**src/rtl/axis_pkt_fifo.sv**
```systemverilog
// Packet-aware AXI-Stream FIFO with first-word fall-through, occupancy and packet counters.
// Define AXIS_PKT_FIFO_SAF_EN for store-and-forward release; default build is cut-through.
module axis_pkt_fifo #(
  parameter int unsigned DW    = 8,
  parameter int unsigned DEPTH = 16,
  parameter int unsigned AW    = 4
) (
  input  logic          clk,
  input  logic          resetn,
  input  logic [DW-1:0] s_axis_data,
  input  logic          s_axis_valid,
  input  logic          s_axis_last,
  output logic          s_axis_ready,
  output logic [DW-1:0] m_axis_data,
  output logic          m_axis_valid,
  output logic          m_axis_last,
  input  logic          m_axis_ready,
  output logic [AW:0]   level,
  output logic [AW:0]   pkt_count
);

  localparam logic [AW:0] Full = (AW + 1)'(DEPTH);
  localparam logic [AW:0] One  = (AW + 1)'(1);

  logic [DW:0]   mem [DEPTH];
  logic [DW:0]   head;
  logic [AW-1:0] wr_ptr_q, wr_ptr_d;
  logic [AW-1:0] rd_ptr_q, rd_ptr_d;
  logic [AW:0]   level_q, level_d;
  logic [AW:0]   pkt_count_q, pkt_count_d;
  logic          push, pop, pkt_in, pkt_out;
  logic          head_avail;

  assign head       = mem[rd_ptr_q];
  assign push       = s_axis_valid && s_axis_ready;
  assign pop        = m_axis_valid && m_axis_ready;
  assign pkt_in     = push && s_axis_last;
  assign pkt_out    = pop && m_axis_last;
  assign head_avail = (level_q != '0);

`ifdef AXIS_PKT_FIFO_SAF_EN
  // Once the FIFO fills without a complete packet, keep releasing until that packet's last pops.
  logic flushing_q, flushing_d;

  always_comb begin
    flushing_d = flushing_q;
    if (pkt_out) begin
      flushing_d = 1'b0;
    end else if (level_q == Full && pkt_count_q == '0) begin
      flushing_d = 1'b1;
    end
  end

  always_ff @(posedge clk or negedge resetn) begin
    if (!resetn) begin
      flushing_q <= 1'b0;
    end else begin
      flushing_q <= flushing_d;
    end
  end

  assign m_axis_valid = head_avail &&
                        (pkt_count_q != '0 || level_q == Full || flushing_q);
`else
  assign m_axis_valid = head_avail;
`endif

  assign s_axis_ready = resetn && (level_q != Full);
  assign m_axis_data  = resetn ? head[DW-1:0] : '0;
  assign m_axis_last  = resetn && head[DW];
  assign level        = level_q;
  assign pkt_count    = pkt_count_q;

  always_comb begin
    wr_ptr_d    = push ? wr_ptr_q + 1'b1 : wr_ptr_q;
    rd_ptr_d    = pop ? rd_ptr_q + 1'b1 : rd_ptr_q;
    level_d     = level_q;
    pkt_count_d = pkt_count_q;
    unique case ({push, pop})
      2'b10:   level_d = level_q + One;
      2'b01:   level_d = level_q - One;
      default: level_d = level_q;
    endcase
    unique case ({pkt_in, pkt_out})
      2'b10:   pkt_count_d = pkt_count_q + One;
      2'b01:   pkt_count_d = pkt_count_q - One;
      default: pkt_count_d = pkt_count_q;
    endcase
  end

  always_ff @(posedge clk or negedge resetn) begin
    if (!resetn) begin
      wr_ptr_q    <= '0;
      rd_ptr_q    <= '0;
      level_q     <= '0;
      pkt_count_q <= '0;
    end else begin
      wr_ptr_q    <= wr_ptr_d;
      rd_ptr_q    <= rd_ptr_d;
      level_q     <= level_d;
      pkt_count_q <= pkt_count_d;
    end
  end

  // Storage is not reset; the pointers alone define valid contents.
  always_ff @(posedge clk) begin
    if (push) begin
      mem[wr_ptr_q] <= {s_axis_last, s_axis_data};
    end
  end

endmodule

```
**config.mk**
```make
export PLATFORM = sky130hd
export DESIGN_NAME = axis_pkt_fifo
export DESIGN_NICKNAME = d
export VERILOG_FILES = /design/src/rtl/axis_pkt_fifo.sv
export SDC_FILE = /design/constraint.sdc
export NUM_CORES = 1
export LEC_CHECK = 0
export CORE_UTILIZATION = 60
export CTS_CLUSTER_SIZE = 30
export DETAILED_ROUTE_END_ITERATION = 8
export HOLD_SLACK_MARGIN = 0.06
export MAX_ROUTING_LAYER = met4
export PLACE_DENSITY = 0.91
export SETUP_SLACK_MARGIN = 0.5
export SYNTH_ARGS = -nofsm -noshare
export SYNTH_HDL_FRONTEND = slang
export SYNTH_SLANG_ARGS = --single-unit
```
**constraint.sdc**
```tcl
create_clock -name clk -period 3.49 [get_ports clk]
set_input_delay 0.698 -clock clk [delete_from_list [all_inputs] [get_ports clk]]
set_output_delay 0.698 -clock clk [all_outputs]
set_load 0.01 [all_outputs]
```
=== Word level (Yosys, flattened, before mapping) ===
Memory sizes are Yosys's and may differ from the RTL's.
Index checks and enable logic that the tools add are counted.

* Output and inout port bits: 21
* Register bits after elaboration: 18
* Memories: 1
* Input bits: 13
* Word-level logic and storage cells: 30
* Bits in writable memories: 144

{| class="wikitable"
|+ Memory list
! name !! depth !! bits a word !! rd ports !! clocked after memory_dff !! wr ports !! RTL line !! source
|-
| mem || 16 || 9 || 1 || 0 || 1 || 25 || <nowiki>logic [DW:0] mem [DEPTH];</nowiki>
|}

* Reduce and logical (&&, ||, !) cells: 9
* $add $sub $neg: 6
* Equal/unequal tests: 5
* Multiplexer cells: 5

{| class="wikitable"
|+ Operators with widths
! cell !! count
|-
| 5-bit one-hot mux with 2 select lines || 2
|-
| 5-bit by 1-bit adder with 5-bit output, second input constant || 2
|-
| 5-bit by 1-bit subtractor with 5-bit output, second input constant || 2
|-
| 4-bit by 1-bit adder with 4-bit output, second input constant || 2
|-
| 8-bit two-way mux || 1
|-
| 1-bit logical AND || 6
|-
| 5-bit inequality test, second input constant || 1
|-
| 5-bit nonzero test || 1
|-
| 2-bit by 1-bit equality test with 1-bit output, second input constant || 2
|-
| 2-bit equality test, second input constant || 2
|-
| 2-bit nonzero test || 2
|-
| 1-bit two-way mux || 2
|}

=== Logic depth before layout (Yosys ltp) ===
Gate-level depths: netlist (run 1).

* Depth after elaboration: 6
* Depth in mapped cells: 14
* Depth with buffers taken out: 12

=== Worst setup path before layout (run 1) ===
OpenSTA, ideal clock, no wires.

* Path type: input to register
* Start: in resetn
* End: reg pkt_count_q[4] (netlist: pkt_count[4])
* Required time: 3.365 ns
* Arrival: 2.734 ns
* Path buffers: 0
* Setup slack: 0.631 ns
* Cell stages on the path: 12
* Library setup time: 0.125 ns
* Path through: nand2_1 > a21oi_1 > nand2_1 > o31ai_2 > and2_2 > ha_1 > ha_1 > a21o_1 > a21oi_1 > xor2_1 > nor2_1 > xor2_1

* Elaborated cells between the ends (all ways): 9
* Classes of those cells: eq/ne (2); mux (1); reduce/logical (6)

{| class="wikitable"
|+ RTL lines
! item !! RTL line !! source
|-
| from (decl) || 9 || <nowiki>input logic resetn,</nowiki>
|-
| 1-bit logical AND (*) || 70 || <nowiki>assign m_axis_last = resetn && head[DW];</nowiki>
|-
| net m_axis_last || 16 || <nowiki>output logic m_axis_last,</nowiki>
|-
| 1-bit logical AND (*) || 38 || <nowiki>assign pkt_out = pop && m_axis_last;</nowiki>
|-
| 2-bit by 1-bit equality test with 1-bit output / 2-bit equality test (equally long branches) || 84 || <nowiki>unique case ({pkt_in, pkt_out})</nowiki>
|-
| 5-bit one-hot mux with 2 select lines / 2-bit nonzero test (equally long branches) || - ||
|-
| to (signal assigned) || 101 || <nowiki>pkt_count_q <= pkt_count_d;</nowiki>
|-
| to (decl) || 30 || <nowiki>logic [AW:0] pkt_count_q, pkt_count_d;</nowiki>
|}

Mark *: on every way through the listed nets, which the timed path passes. The rest lies on a longest branch.
A chain may end at the register's enable or synchronous reset.

=== Worst setup path after layout (run 1) ===
* Start: reg level_q[1] (netlist: level[1])
* End: reg level_q[4] (netlist: level[4])

* Longest elaborated chain between the ends: 5
* Elaborated cells between the ends (all ways): 11
* Classes of those cells: add/sub (2); eq/ne (3); mux (1); reduce/logical (5)

{| class="wikitable"
|+ Ends and longest elaborated chain
! item !! RTL line !! source
|-
| from (decl) || 29 || <nowiki>logic [AW:0] level_q, level_d;</nowiki>
|-
| from (signal assigned) || 100 || <nowiki>level_q <= level_d;</nowiki>
|-
| 5-bit inequality test || 68 || <nowiki>assign s_axis_ready = resetn && (level_q != Full);</nowiki>
|-
| 1-bit logical AND || 68 ||
|-
| 1-bit logical AND || 35 || <nowiki>assign push = s_axis_valid && s_axis_ready;</nowiki>
|-
| 2-bit by 1-bit equality test with 1-bit output / 2-bit equality test (equally long branches) || 79 || <nowiki>unique case ({push, pop})</nowiki>
|-
| 5-bit one-hot mux with 2 select lines / 2-bit nonzero test (equally long branches) || - ||
|}

Parallel ways exist; a longest one is shown, timed or not.

==> summary.txt, run 1 <==
routing usage on met3 -> 9.10%
fmax -> 0.323 GHz
site row count -> 38
I/O Pins -> 34
CP arrival -> 3.40 ns
largest net degree at the start of global routing -> 22
reg2reg path depth -> 12
total iterations of the first detailed-routing run -> 7
Period Utilization, post-route -> 88.8%
Bufs and invs on worst path -> 2
initial drt markers -> 411
P_sw -> 2.21 mW
top-area cell type share of the netlist area -> 63.4%
Port Buffers -> 33
Area Overhead vs Synth -> 19.9%
Post-synth ARST share -> 11.1%
endpoints failing setup -> 0
Critical-path top delay cell -> dfrtp_1
cell depth of the worst setup path -> 12
dpl ws -> 0.0160 ns
Die X -> 109 um
Slew headroom -> 55.3%
grt ovf -> 0
main flop type after synthesis -> edfxtp_1
CP peak stage delay -> 0.44 ns
Core Area -> 10900 sq um
sequential share of the synthesized area -> 70.0%
H-tree levels -> 4
yosys warns -> 0
gpl congestion -> 0.828
antenna cell count -> 0
Leakage -> 2.91 nW
outcome -> complete, no violations
Critical Path End -> level[4]$_DFFE_PN0P_
worst min path class -> flip-flop to flip-flop
Critical Path, Cell by Cell -> nor4_4, buf_4, nand2b_2, and2_4, ha_2, inv_1, fa_1, nor2b_1, o21ai_0, a21oi_1, or3b_1, xnor2_1
Register Area -> 4780 sq um
count of cell types in the netlist -> 43
Peak supply drop -> 0.670 mV
reg2reg start -> level[1]$_DFFE_PN0P_
Final nets -> 469
Seq cells post-synth -> 162
synthesized area per cell -> 18.8 sq um
CP required -> 3.79 ns
skew final -> 0.0183 ns
fin crit period -> 3.10 ns
drt drc -> 0
Post-Syn Nets -> 391
Max Slew Vio Count -> 0
layout cells sized above 1 -> 28.9%
most frequent cells after synthesis -> 144 x edfxtp_1, 24 x mux2i_1, 20 x mux4_1, 18 x dfrtp_1, 18 x nand2_1
GRT Overall Usage -> 29.5%
number of synthesized flops with an enable pin -> 144
Worst Tran Pin Value -> 0.668 ns
Clock Power Share -> 25.6%
routed length per instance -> 28.5 um
Via-to-Cell Ratio -> 6.68
clk sinks -> 162
filler cell count -> 557
clk slew on worst S/H paths -> 0.06 ns
Final Hold Viols -> 0
Setup CP Type -> flip-flop to flip-flop
CP Launch Point -> level[1]$_DFFE_PN0P_
number of global-route vias before repair -> 4040
Sw Share -> 32.8%
footprint of the multi-input gates -> 1920 sq um
combinational share of power -> 36.6%
routed via count -> 3966
Clk Latency, worst-skew pair -> 0.44 ns
Worst R2R Setup Slack -> 0.39 ns
Mapped Area -> 6820 sq um
Chip Height -> 109 um
global-route wire length before repair -> 23200 um
Synth area leader -> edfxtp_1
initial antenna violation count -> 0
synth top area cells -> edfxtp_1 63%, mux4_1 7.7%, dfrtp_1 6.6%, mux2i_1 3.5%, mux4_2 3.3%
Max Cap Viol -> 0
Worst setup EP type -> flip-flop
Num CTS Buffers -> 17
RSZ-0062 raised after global routing -> true
CTS Buffer Depth -> 2
Initial Util -> 62.3%
Crit Path Max Fanout -> 6
Worst path top cell family by delay -> simple AND/OR/NAND/NOR gates
Cells after Synth -> 363
CTS tree -> done
number of hold buffers added after cts -> 0
CTS root buffer -> clkbuf_16
min setup slack post-route -> 0.391 ns
Post-DP HPWL -> 9450 um
M2 GR Usage -> 45.1%
remaining antenna violation count -> 0
Routed WL -> 17000 um
cell-internal power -> 4.54 mW
PwrDens -> 826 nW/um^2
grt met1 use -> 35.9%
most numerous cell in the Yosys netlist -> edfxtp_1
Top Usage Layer GRT -> met2
die area -> 11800 sq um
crit start category -> flip-flop
total negative slack -> 0 ns
reg2reg end -> level[4]$_DFFE_PN0P_
power share of the sequential group -> 37.8%
-- worst reg2reg max path: cells and delay by family (launching register included) --
family,cells,cell delay (ns)
XOR/XNOR,1,0.16
AND/OR/NAND/NOR,5,1.10
buffers and inverters,2,0.33
flip-flops,1,0.44
AO/OA/AOI/OAI,2,0.48
adder cells (fa/ha/maj),2,0.47
-- what timing repair did --
item / CTS / global route
endpoints found under the setup margin: 12 / 11
gates cloned: 1 / 2
setup buffers: 5 / 3
gates resized for setup: 46 / 30
pin swaps: 3 / 15
-- cells in the final DEF (no fill, tap or decap), types with 4 or more instances in the layout --
cell             netlist  layout
edfxtp_1             144     144
buf_4                  0      33
mux4_2                10      25
clkdlybuf4s50_1        0      23
clkbuf_16              0      19
nand2_1               18      18
mux2i_1               24      18
dfrtp_1               18      17
nor2_1                14      14
ha_1                  13      10
xnor2_1                9       9
inv_1                  7       7
xor2_1                 6       6
mux2i_2                0       5
mux4_1                20       5
nand3_1                5       5
o22ai_1                6       5
o21ai_0                6       5
and2_1                 4       4
a21oi_1                6       4
nor3_1                 4       4
clkbuf_2               0       4
-- area by class of cell --
class	instances	area share [%]
timing repair buffer	76	8.91
multi-input combinational	177	23.5
clock inverter	13	1.33
tap	140	2.14
inverter	7	0.322
sequential	162	58.5
clock buffer	19	5.30
-- state kept, by name, summed over array words and instances (netlist names) --
| name | count |
|---|---|
| level | 5 |
| pkt_count | 5 |
| wr_ptr_q | 4 |
| rd_ptr_q | 4 |
| mem | 144 |
-- cells by family (layout without fill, tap and decap cells) --
| logic type | count (synthesis) | after routing | synth area share [%] |
|---|---|---|---|
| flops | 162 | 162 | 70.0 |
| xor+xnor | 15 | 15 | 1.93 |
| compound gates | 28 | 28 | 2.72 |
| fa+ha+maj | 15 | 15 | 2.97 |
| simple gates | 62 | 62 | 4.81 |
| mux | 57 | 57 | 15.1 |
| buf+inv | 24 | 115 | 2.44 |
-- power groups by stage --
stage               logic [mW]  clock network, mW  registers, mW
floorplan                 1.40                  0           2.48
global placement          1.89                  0           2.55
detailed placement        1.99                  0           2.57
CTS                       2.22               1.71           2.52
global route              2.61               1.83           2.56
finish                    2.47               1.73           2.55
-- worst min path at each step --
stage	to	slack, ns	depth (start not counted)	startpoint
6_report	pkt_count[4]$_DFFE_PN0P_	0.49	1	pkt_count[4]$_DFFE_PN0P_
5_1_grt	pkt_count[4]$_DFFE_PN0P_	0.49	1	pkt_count[4]$_DFFE_PN0P_
4_1_cts	pkt_count[1]$_DFFE_PN0P_	0.45	2	resetn
3_5_place_dp	pkt_count[4]$_DFFE_PN0P_	0.47	1	pkt_count[4]$_DFFE_PN0P_
3_3_place_gp	pkt_count[4]$_DFFE_PN0P_	0.46	1	pkt_count[4]$_DFFE_PN0P_
2_1_floorplan	level[0]$_DFFE_PN0P_	0.40	0	resetn
-- per-stage QoR --
step           hold slack (ns)  cells  power (mW)  area [sq um]  utilization (%)
2_1_floorplan            0.402    363        3.88          6820                -
3_3_place_gp             0.459    551        4.44          7440             68.0
3_5_place_dp             0.472    551        4.56          7440             68.0
4_1_cts                  0.452    589        6.44          8050             73.6
5_1_grt                  0.493    594        7.00          8170             74.7
6_report                 0.490    594        6.75          8170             74.7
-- routing by layer --
metal	share of wire (%)	wire (um)
met3	11	1820
met2	50	8410
met4	5.0	852
met5	0	0
met1	35	5870
No activity file was read; power rests on OpenSTA's default activity.
==> inputs of run 2 (changes only) <==
CORE_UTILIZATION = 54   (was 60)
PLACE_DENSITY = 0.87   (was 0.91)
clock period = 2.5 ns   (was 3.49 ns; I/O delays follow)
==> run 2 against run 1 <==
Net effect:
- the flow now finishes with violations (negative setup slack)
- clock skew decreased by 0.012 ns
- sequential share of layout area decreased by 4.0 points
- register-to-register slack got worse by 0.68 ns
- die area increased by 11%
- setup slack got worse by 0.74 ns
- flip-flop and latch count unchanged
- core utilization decreased by 2.6 points
- critical path type is now flip-flop to output port
==> summary.txt, run 2 (synthesis gave the netlist of run 1 again) <==
Max Cap Viol -> 0 (unchanged)
Final Hold Viols -> 0 (unchanged)
clk sinks -> 162 (unchanged)
routed length per instance -> 27.1 um (-5.2%)
Peak supply drop -> 0.639 mV (-4.6%)
Slew headroom -> 58.5% (+3.1 points)
Largest register FFs -> 144 (unchanged)
remaining antenna violation count -> 0 (unchanged)
Core Area -> 12200 sq um (+11%)
largest net degree at the start of global routing -> 31 (+41%)
Reg with most FFs -> mem
Via-to-Cell Ratio -> 6.29 (-5.8%)
min setup slack post-route -> -0.350 ns (-0.741 ns)
layout cells sized above 1 -> 39.3% (+10 points)
Leakage -> 3.25 nW (+12%)
Chip Height -> 114 um (+5.3%)
Top Usage Layer GRT -> met2
Port Buffers -> 33 (unchanged)
M2 GR Usage -> 46.3% (+1.1 points)
Crit Path Max Fanout -> 6 (unchanged)
most frequent cells in the layout -> 144 x edfxtp_1, 51 x buf_4, 24 x buf_6, 23 x mux2i_1, 23 x mux4_2
Clk Latency, worst-skew pair -> 0.43 ns (about the same)
Num CTS Buffers -> 17 (unchanged)
routed via count -> 4163 (+5.0%)
Setup CP Type -> flip-flop to output port
fmax -> 0.351 GHz
initial drt markers -> 527 (+28%)
initial antenna violation count -> 0 (unchanged)
CTS tree -> done
worst min path class -> input port to asynchronous set/reset pin
worst hold margin -> 0.305 ns (-0.185 ns)
Final nets -> 510 (+8.7%)
CTS root buffer -> clkbuf_16
global-route wire length before repair -> 25200 um (+8.8%)
Post-DP HPWL -> 9220 um (-2.4%)
antenna cell count -> 0 (unchanged)
Initial Util -> 56.0% (-6.3 points)
H-tree levels -> 4 (unchanged)
GRT Overall Usage -> 29.0% (-0.50 points)
fin cells -> 662 (+11%)
crit start category -> flip-flop
gpl congestion -> 0.854 (+3.1%)
total iterations of the first detailed-routing run -> 5 (-2)
Max Slew Vio Count -> 0 (unchanged)
Pwr Total -> 10.3 mW (+53%)
CTS Buffer Depth -> 2 (unchanged)
grt ovf -> 0 (unchanged)
site row count -> 40 (+5.3%)
post-route cell area -> 8770 sq um (+7.3%)
Period Utilization, post-route -> 114%
drt drc -> 0 (unchanged)
die area -> 13100 sq um (+11%)
Area Overhead vs Synth -> 28.6%
Worst setup EP type -> output port
CP arrival -> 2.35 ns (-1.05 ns)
outcome -> complete, but fails checks
grt met1 use -> 36.4% (+0.44 points)
Placed Instances -> 605 (+9.8%)
skew final -> 0.00647 ns (-0.0118 ns)
fin crit period -> 2.85 ns
most common cell after layout, fill and taps aside -> edfxtp_1
number of global-route vias before repair -> 4161 (+3.0%)
PwrDens -> 1180 nW/um^2 (+43%)
clk slew on worst S/H paths -> 0.06 ns (about the same)
number of hold buffers added after cts -> 0 (unchanged)
RSZ-0062 raised after global routing -> true
failing checks -> negative setup slack
I/O Pins -> 34 (unchanged)
Die X -> 114 um (+5.3%)
Routed WL -> 17900 um (+5.7%)
filler cell count -> 638 (+15%)
endpoints failing setup -> 12 (+12)
Placed Instance Area -> 7810 sq um (+5.0%)
CP required -> 2.00 ns (-1.79 ns)
routing usage on met3 -> 6.30% (-2.8 points)
Worst Tran Pin Value -> 0.621 ns (-0.0467 ns)
[run 2: changes by cell type in the layout (fill, tap and decap cells not counted), sizes merged]
cell	before	now
clkinvlp	3	1
dlygate4sd2	2	4
clkdlybuf4s50	23	17
clkinv	6	5
clkbuf	25	19
buf	44	93
bufinv	1	2
inv	10	13
[run 2: path summary, 6_finish.rpt]
kind	from	end	slack, ns	cells past startpoint
max in group asynchronous	resetn	level[2]$_DFFE_PN0P_	2.00	2
hold / removal	resetn	pkt_count[4]$_DFFE_PN0P_	0.31	2
setup reg to reg	rd_ptr_q[0]$_DFFE_PN0P_	pkt_count[4]$_DFFE_PN0P_	-0.29	15
hold reg to reg	pkt_count[4]$_DFFE_PN0P_	pkt_count[4]$_DFFE_PN0P_	0.46	1
setup / recovery	rd_ptr_q[0]$_DFFE_PN0P_	m_axis_data[3]	-0.35	8
min in group clk	pkt_count[4]$_DFFE_PN0P_	pkt_count[4]$_DFFE_PN0P_	0.46	1
[run 2: timing repair]
item	in CTS	in global routing
pin swaps	16	14
resized for setup	95	21
buffers inserted	18	6
setup endpoints to repair	167	149
gates cloned	1	1
[run 2: cell type report]
type | instances | area [sq um] | area share, %
Timing Repair Buffer | 117 | 1150 | 13.1
Clock buffer | 17 | 425 | 4.85
Tap cell | 168 | 210 | 2.40
Multi-Input combinational cell | 177 | 2020 | 23.0
Sequential cell | 162 | 4780 | 54.5
Clock inverter | 14 | 154 | 1.76
Inverter | 7 | 28.8 | 0.328
[run 2: through the flow]
stage | TNS (ns) | utilization (%) | setup slack (ns)
final | -2.71 | 72.1 | -0.350
after global routing | -3.49 | 72.1 | -0.398
after CTS | -1.96 | 70.7 | -0.261
after detailed placement | -9.41 | 64.2 | -0.566
after global placement | -5.12 | 64.2 | -0.512
after floorplan | -0.177 | - | -0.0910
[run 2: report_power, final]
group	internal [mW]	leakage, nW	switching [mW]
Combinational	2.25	1.46	1.94
Clock	1.48	0.288	1.12
Sequential	3.23	1.51	0.297
[run 2: layer usage]
layer	up-vias	wire length, um
met5	-	0
met4	0	576
met3	59	1550
met2	298	9050
met1	2133	6740
li1	1673	-
[run 2: critical path, cell delays in order, from the launching register on]
cell and delay [ns]:
dfrtp_2 0.44, buf_12 0.14, buf_8 0.12, buf_16 0.13
buf_6 0.11, mux4_2 0.46, mux2i_1 0.20, o22ai_1 0.15
buf_2 0.17
